[src/rtl/vga_scanout.sv]
// Frame-buffer reader: scans 640x480@60 from a 160x120 3-bit buffer, each mega-pixel shown 4x4.
// Latency: outputs lag the counters by one pixel (2 clocks); free-running, no backpressure.
module vga_scanout #(
    parameter int H_VISIBLE = 640,
    parameter int H_FRONT   = 16,
    parameter int H_SYNC    = 96,
    parameter int H_BACK    = 48,
    parameter int V_VISIBLE = 480,
    parameter int V_FRONT   = 10,
    parameter int V_SYNC    = 2,
    parameter int V_BACK    = 33,
    parameter int MEGA_W    = 160
) (
    input  logic        clock50Mhz,
    input  logic        resetn,
    output logic [14:0] rd_addr,
    input  logic [2:0]  rd_data,
    output logic [7:0]  VGA_R,
    output logic [7:0]  VGA_G,
    output logic [7:0]  VGA_B,
    output logic        VGA_HS,
    output logic        VGA_VS,
    output logic        VGA_BLANK_N,
    output logic        VGA_SYNC_N,
    output logic        pix_en,
    output logic        frame_tick
);
    localparam logic [9:0] H_LAST   = 10'(H_VISIBLE + H_FRONT + H_SYNC + H_BACK - 1);
    localparam logic [9:0] V_LAST   = 10'(V_VISIBLE + V_FRONT + V_SYNC + V_BACK - 1);
    localparam logic [9:0] H_VIS    = 10'(H_VISIBLE);
    localparam logic [9:0] V_VIS    = 10'(V_VISIBLE);
    localparam logic [9:0] HS_START = 10'(H_VISIBLE + H_FRONT);
    localparam logic [9:0] HS_END   = 10'(H_VISIBLE + H_FRONT + H_SYNC);
    localparam logic [9:0] VS_START = 10'(V_VISIBLE + V_FRONT);
    localparam logic [9:0] VS_END   = 10'(V_VISIBLE + V_FRONT + V_SYNC);

    logic        r_pix_en;
    logic [9:0]  r_h_cnt;
    logic [9:0]  r_v_cnt;
    logic [14:0] r_rd_addr;
    logic [2:0]  r_rd_data;
    logic [7:0]  r_red;
    logic [7:0]  r_grn;
    logic [7:0]  r_blu;
    logic        r_hs;
    logic        r_vs;
    logic        r_blank_n;
    logic        r_frame_tick;

    logic        w_h_wrap;
    logic [9:0]  w_h_next;
    logic [9:0]  w_v_next;
    logic        w_vis_next;
    logic        w_vis;
    logic        w_tick_next;
    logic [14:0] w_x_mega;
    logic [14:0] w_y_mega;
    logic [14:0] w_row_base;
    logic [14:0] w_addr_next;

    assign w_h_wrap    = (r_h_cnt == H_LAST);
    assign w_h_next    = w_h_wrap ? 10'd0 : r_h_cnt + 10'd1;
    assign w_v_next    = !w_h_wrap ? r_v_cnt : ((r_v_cnt == V_LAST) ? 10'd0 : r_v_cnt + 10'd1);
    assign w_vis_next  = (w_h_next < H_VIS) && (w_v_next < V_VIS);
    assign w_vis       = (r_h_cnt < H_VIS) && (r_v_cnt < V_VIS);
    assign w_tick_next = (w_h_next == 10'd0) && (w_v_next == V_VIS);

    assign w_x_mega = {7'd0, w_h_next[9:2]};
    assign w_y_mega = {7'd0, w_v_next[9:2]};

    generate
        if (MEGA_W == 160) begin : g_shift_add
            assign w_row_base = (w_y_mega << 7) + (w_y_mega << 5);
        end else begin : g_mul
            assign w_row_base = 15'(w_y_mega * MEGA_W);
        end
    endgenerate

    assign w_addr_next = w_row_base + w_x_mega;

    // Address is issued on a pix_en edge; the data is captured on the following
    // (non-pixel) edge and turned into colour on the next pixel edge.
    always_ff @(posedge clock50Mhz or negedge resetn) begin
        if (!resetn) begin
            r_pix_en     <= 1'b0;
            r_h_cnt      <= 10'd0;
            r_v_cnt      <= 10'd0;
            r_rd_addr    <= 15'd0;
            r_rd_data    <= 3'd0;
            r_red        <= 8'h00;
            r_grn        <= 8'h00;
            r_blu        <= 8'h00;
            r_hs         <= 1'b1;
            r_vs         <= 1'b1;
            r_blank_n    <= 1'b0;
            r_frame_tick <= 1'b0;
        end else begin
            r_pix_en     <= ~r_pix_en;
            r_frame_tick <= 1'b0;
            if (!r_pix_en) begin
                r_rd_data <= rd_data;
            end else begin
                r_h_cnt      <= w_h_next;
                r_v_cnt      <= w_v_next;
                r_rd_addr    <= w_vis_next ? w_addr_next : 15'd0;
                r_frame_tick <= w_tick_next;
                r_red        <= {8{w_vis & r_rd_data[2]}};
                r_grn        <= {8{w_vis & r_rd_data[1]}};
                r_blu        <= {8{w_vis & r_rd_data[0]}};
                r_hs         <= ~((r_h_cnt >= HS_START) && (r_h_cnt < HS_END));
                r_vs         <= ~((r_v_cnt >= VS_START) && (r_v_cnt < VS_END));
                r_blank_n    <= w_vis;
            end
        end
    end

    assign pix_en      = r_pix_en;
    assign rd_addr     = r_rd_addr;
    assign VGA_R       = r_red;
    assign VGA_G       = r_grn;
    assign VGA_B       = r_blu;
    assign VGA_HS      = r_hs;
    assign VGA_VS      = r_vs;
    assign VGA_BLANK_N = r_blank_n;
    assign VGA_SYNC_N  = 1'b0;
    assign frame_tick  = r_frame_tick;
endmodule

[config.mk]
export PLATFORM = sky130hd
export DESIGN_NAME = vga_scanout
export DESIGN_NICKNAME = d
export VERILOG_FILES = /design/src/rtl/vga_scanout.sv
export SDC_FILE = /design/constraint.sdc
export NUM_CORES = 1
export LEC_CHECK = 0
export BUFFER_PORTS_ARGS = -buffer_cell sky130_fd_sc_hd__buf_2
export CORE_ASPECT_RATIO = 1.2
export CORE_MARGIN = 3
export CORE_UTILIZATION = 45
export DETAILED_ROUTE_END_ITERATION = 16
export PLACE_DENSITY = 0.66
export SLEW_MARGIN = 20
export SYNTH_ARGS = -nofsm -noshare
export SYNTH_HDL_FRONTEND = slang
export SYNTH_SLANG_ARGS = --single-unit
export TNS_END_PERCENT = 5
[constraint.sdc]
create_clock -name clock50Mhz -period 9.9 [get_ports clock50Mhz]
set_input_delay 0.99 -clock clock50Mhz [delete_from_list [all_inputs] [get_ports clock50Mhz]]
set_output_delay 0.99 -clock clock50Mhz [all_outputs]
set_load 0.01 [all_outputs]
==> metrics.cfg <==
[finish]
final_core_util_pct = 50.4
layout_common_cells = 47 x buf_2, 44 x dfrtp_1, 23 x nand2_1, 22 x o21ai_0, 21 x ha_1
layout.cells.non_filler = 425
drive_gt1_share_pct = 25.3
final_common_cell = buf_2
area_delta_synth_final_pct = 5.30
n_antenna_cell = 0
final_area_um2 = 3330
nets = 366

[power]
p_leak_nw = 1.63
power.switching_mw = 0.0719
ir_worst_vdd_mv = 0.0551
powerDensity_nw_per_um2 = 96.7
power.share.clock_pct = 36.8
seqPwrFrac_pct = 59.1
p_comb_share_pct = 4.1
p_int_mw = 0.250
swShare_pct = 22.3

[placed_design]
place_hpwl_mm = 4.34
dp.cells = 417
placed_cell_area_um2 = 3230
port_buffers = 48
gp_congestion = 0.921

[clock_network]
insertion_delay_ns = 0.30
ctsHtreeMaxLevel = 2
cts_buffers = 5
cts_hold_buf = 0
clkTransAtPathRegs_ns = 0.08
cts_setup_buffers = 0
clk_path_buf_depth = 2
clock_sinks = 46
cts_resized = 0
cts_root_buffer = clkbuf_8
cts_tree = built

[detailed_routing]
wire_per_inst_um = 14.4
drc_errors = 0
final_antenna_net_count = 0
vias = 2298
wl_mm = 6.12
first_pass_iters = 4
initialDrtViolationCount = 125
via_per_inst = 5.41

[sta]
rsz0062_at_grt = no
max_freq_mhz = 272
finalCritPeriodShare_pct = 37.2
setup_violations = 0
hold_viol = 0
final.min_clock_period_ns = 3.68
setup-tns-final_ns = 0
maxSlewHeadroom_pct = 56.9
fin_skew_ns = 0.00801
tightestPinTransition_ns = 0.645
hold_slack_ns = 0.485
slew_viol_final = 0

[min_path]
hold_start = VGA_BLANK_N
min_path_type = reg -> reg
worstHoldEndpoint = VGA_BLANK_N
hold_path_depth = 2

[synth]
synth_edf_count = 0
synth_top_family_by_area = compound AO/OA/AOI/OAI gates
syn_avg_cell_area_um2 = 9.82
synth_fa_ha_area_share_pct = 8.95
synth-async-reset-ratio_pct = 100
synth_flop_cell = dfrtp_1
yosysWarnings = 0
synth_xor_area_share_pct = 6.10
yosysSeqAreaShare_pct = 36.5
synth_compound_area_share_pct = 19.0
synthesis.area_um2 = 3160
synth_simple_gate_area_share_pct = 16.2
syn_nets = 349
synthMuxAreaShare_pct = 1.39
ys_ff_latch = 46
yosysUniqueCellTypes = 59
synthCells = 322

[floorplanning]
num_rows = 32
die_y_um = 97.8
die_w_um = 82.5
initial_core_util_pct = 47.8
fp.dieArea_um2 = 8070
core_um2 = 6610
pin_count = 50

[global_routing]
grt-ovfl-total = 0
grt_max_degree = 47
grt_pass1_vias = 2061
grt_use_total_pct = 15.9
antenna_found_initial = 0
grt_pass1_wl_mm = 10.1

[setup_path]
path_cells = ha_1 > nand3_1 > nor3_1 > buf_4 > nand3_1 > o21ai_1 > xnor2_1 > ha_1 > a21o_1 > ha_1 > nor2b_1 > o31a_1 > nor3_1 > o21bai_1 > a21oi_1 > o2bb2ai_1
r2r_end = rd_addr[14]
crit_path_frequent_cell = ha_1
crit_fanout = 11
path_buf_inv = 1
timing.rr.start = r_h_cnt[0]
slowest_stage = dfrtp_1
r2r_setup_slack_ns = 6.22
critPathArrivalTime_ns = 3.85
crit_family = compound AO/OA/AOI/OAI gates
cp-start-kind = flop
crit_required_ns = 10.07
path_class = reg -> reg
r2r_cells = 16
worstSetupEndpointType = flop
cp_slowest_stage_delay_ns = 0.43

[run]
drv_cap = 0

[run_status]
outcome = finished clean

-- registers in the layout, indices dropped and copies added (netlist names) --
name         cells
r_h_cnt         10
r_rd_data        3
VGA_G            1
frame_tick       1
VGA_B            1
pix_en           1
VGA_R            1
VGA_BLANK_N      1
r_v_cnt         10
VGA_VS           1
VGA_HS           1
rd_addr         15
-- layer usage --
metal,wire [µm],track usage (%),up-vias
met5,0,0,-
met4,84,5.16,0
met3,355,2.95,7
met2,2740,24.1,69
met1,2940,22.8,1078
li1,-,-,1144
-- power groups by stage --
stage               registers [mW]  logic [mW]  clock network (mW)
global placement             0.194      0.0135                   0
floorplan                    0.194      0.0100                   0
CTS                          0.190      0.0136               0.123
global route                 0.191      0.0152               0.129
detailed placement           0.194      0.0136                   0
finish                       0.190      0.0133               0.118
-- synthesized netlist by cell type (6+ instances only) --
master,n,area (µm²)
xnor2_1,16,140
ha_1,21,263
o21ai_0,22,110
nor3_1,6,30.0
o2bb2ai_2,10,150
clkbuf_1,9,33.8
nand2_1,23,86.3
nand4_1,8,50.1
nor2_1,19,71.3
nand3_1,11,55.1
a21oi_1,6,30.0
buf_4,26,195
xor2_1,6,52.6
dfrtp_1,44,1100
inv_1,20,75.1
-- cells by family after synthesis --
group	count (synthesis)
xor gates and xnor gates	22
other	1
buffers and inverters	62
muxes	4
AOI/OAI and AO/OA	75
and+or+nand+nor	90
adders and majority gates	22
DFF	46
-- metrics by stage --
step / worst slack [ns] / total power [mW]
final: 6.22 / 0.322
after global routing: 5.75 / 0.335
after CTS: 6.22 / 0.327
after detailed placement: 6.26 / 0.208
after global placement: 6.27 / 0.207
after floorplan: 6.49 / 0.204
-- worst register-to-register path, delay by kind of cell, from the launching register on --
family | cells | cell delay, ns
adder cells (fa/ha/maj) | 3 | 0.82
AND/OR/NAND/NOR | 5 | 0.86
flip-flops | 1 | 0.43
buffers and inverters | 1 | 0.21
XOR/XNOR | 1 | 0.14
AO/OA/AOI/OAI | 6 | 1.08
-- cell type report --
type                       instances  area (µm²)
clock buffer                       7        86.3
clock inverter                     1        5.00
fill                             625        3280
inverter                          22        82.6
multi-input combinational        214        1640
sequential                        46        1150
tap                               85         106
timing repair buffer              50         258
-- worst max path at each step --
stage / start / to / slack (ns) / depth (start not counted)
global placement: r_v_cnt[0] / rd_addr[12] / 6.27 / 16
CTS: r_h_cnt[0] / rd_addr[14] / 6.22 / 16
global route: r_h_cnt[0] / rd_addr[13] / 5.75 / 14
detailed placement: r_v_cnt[1] / rd_addr[14] / 6.26 / 17
floorplan: r_h_cnt[0] / rd_addr[14] / 6.49 / 16
finish: r_h_cnt[0] / rd_addr[14] / 6.22 / 16
(Power assumes the default switching activity.)
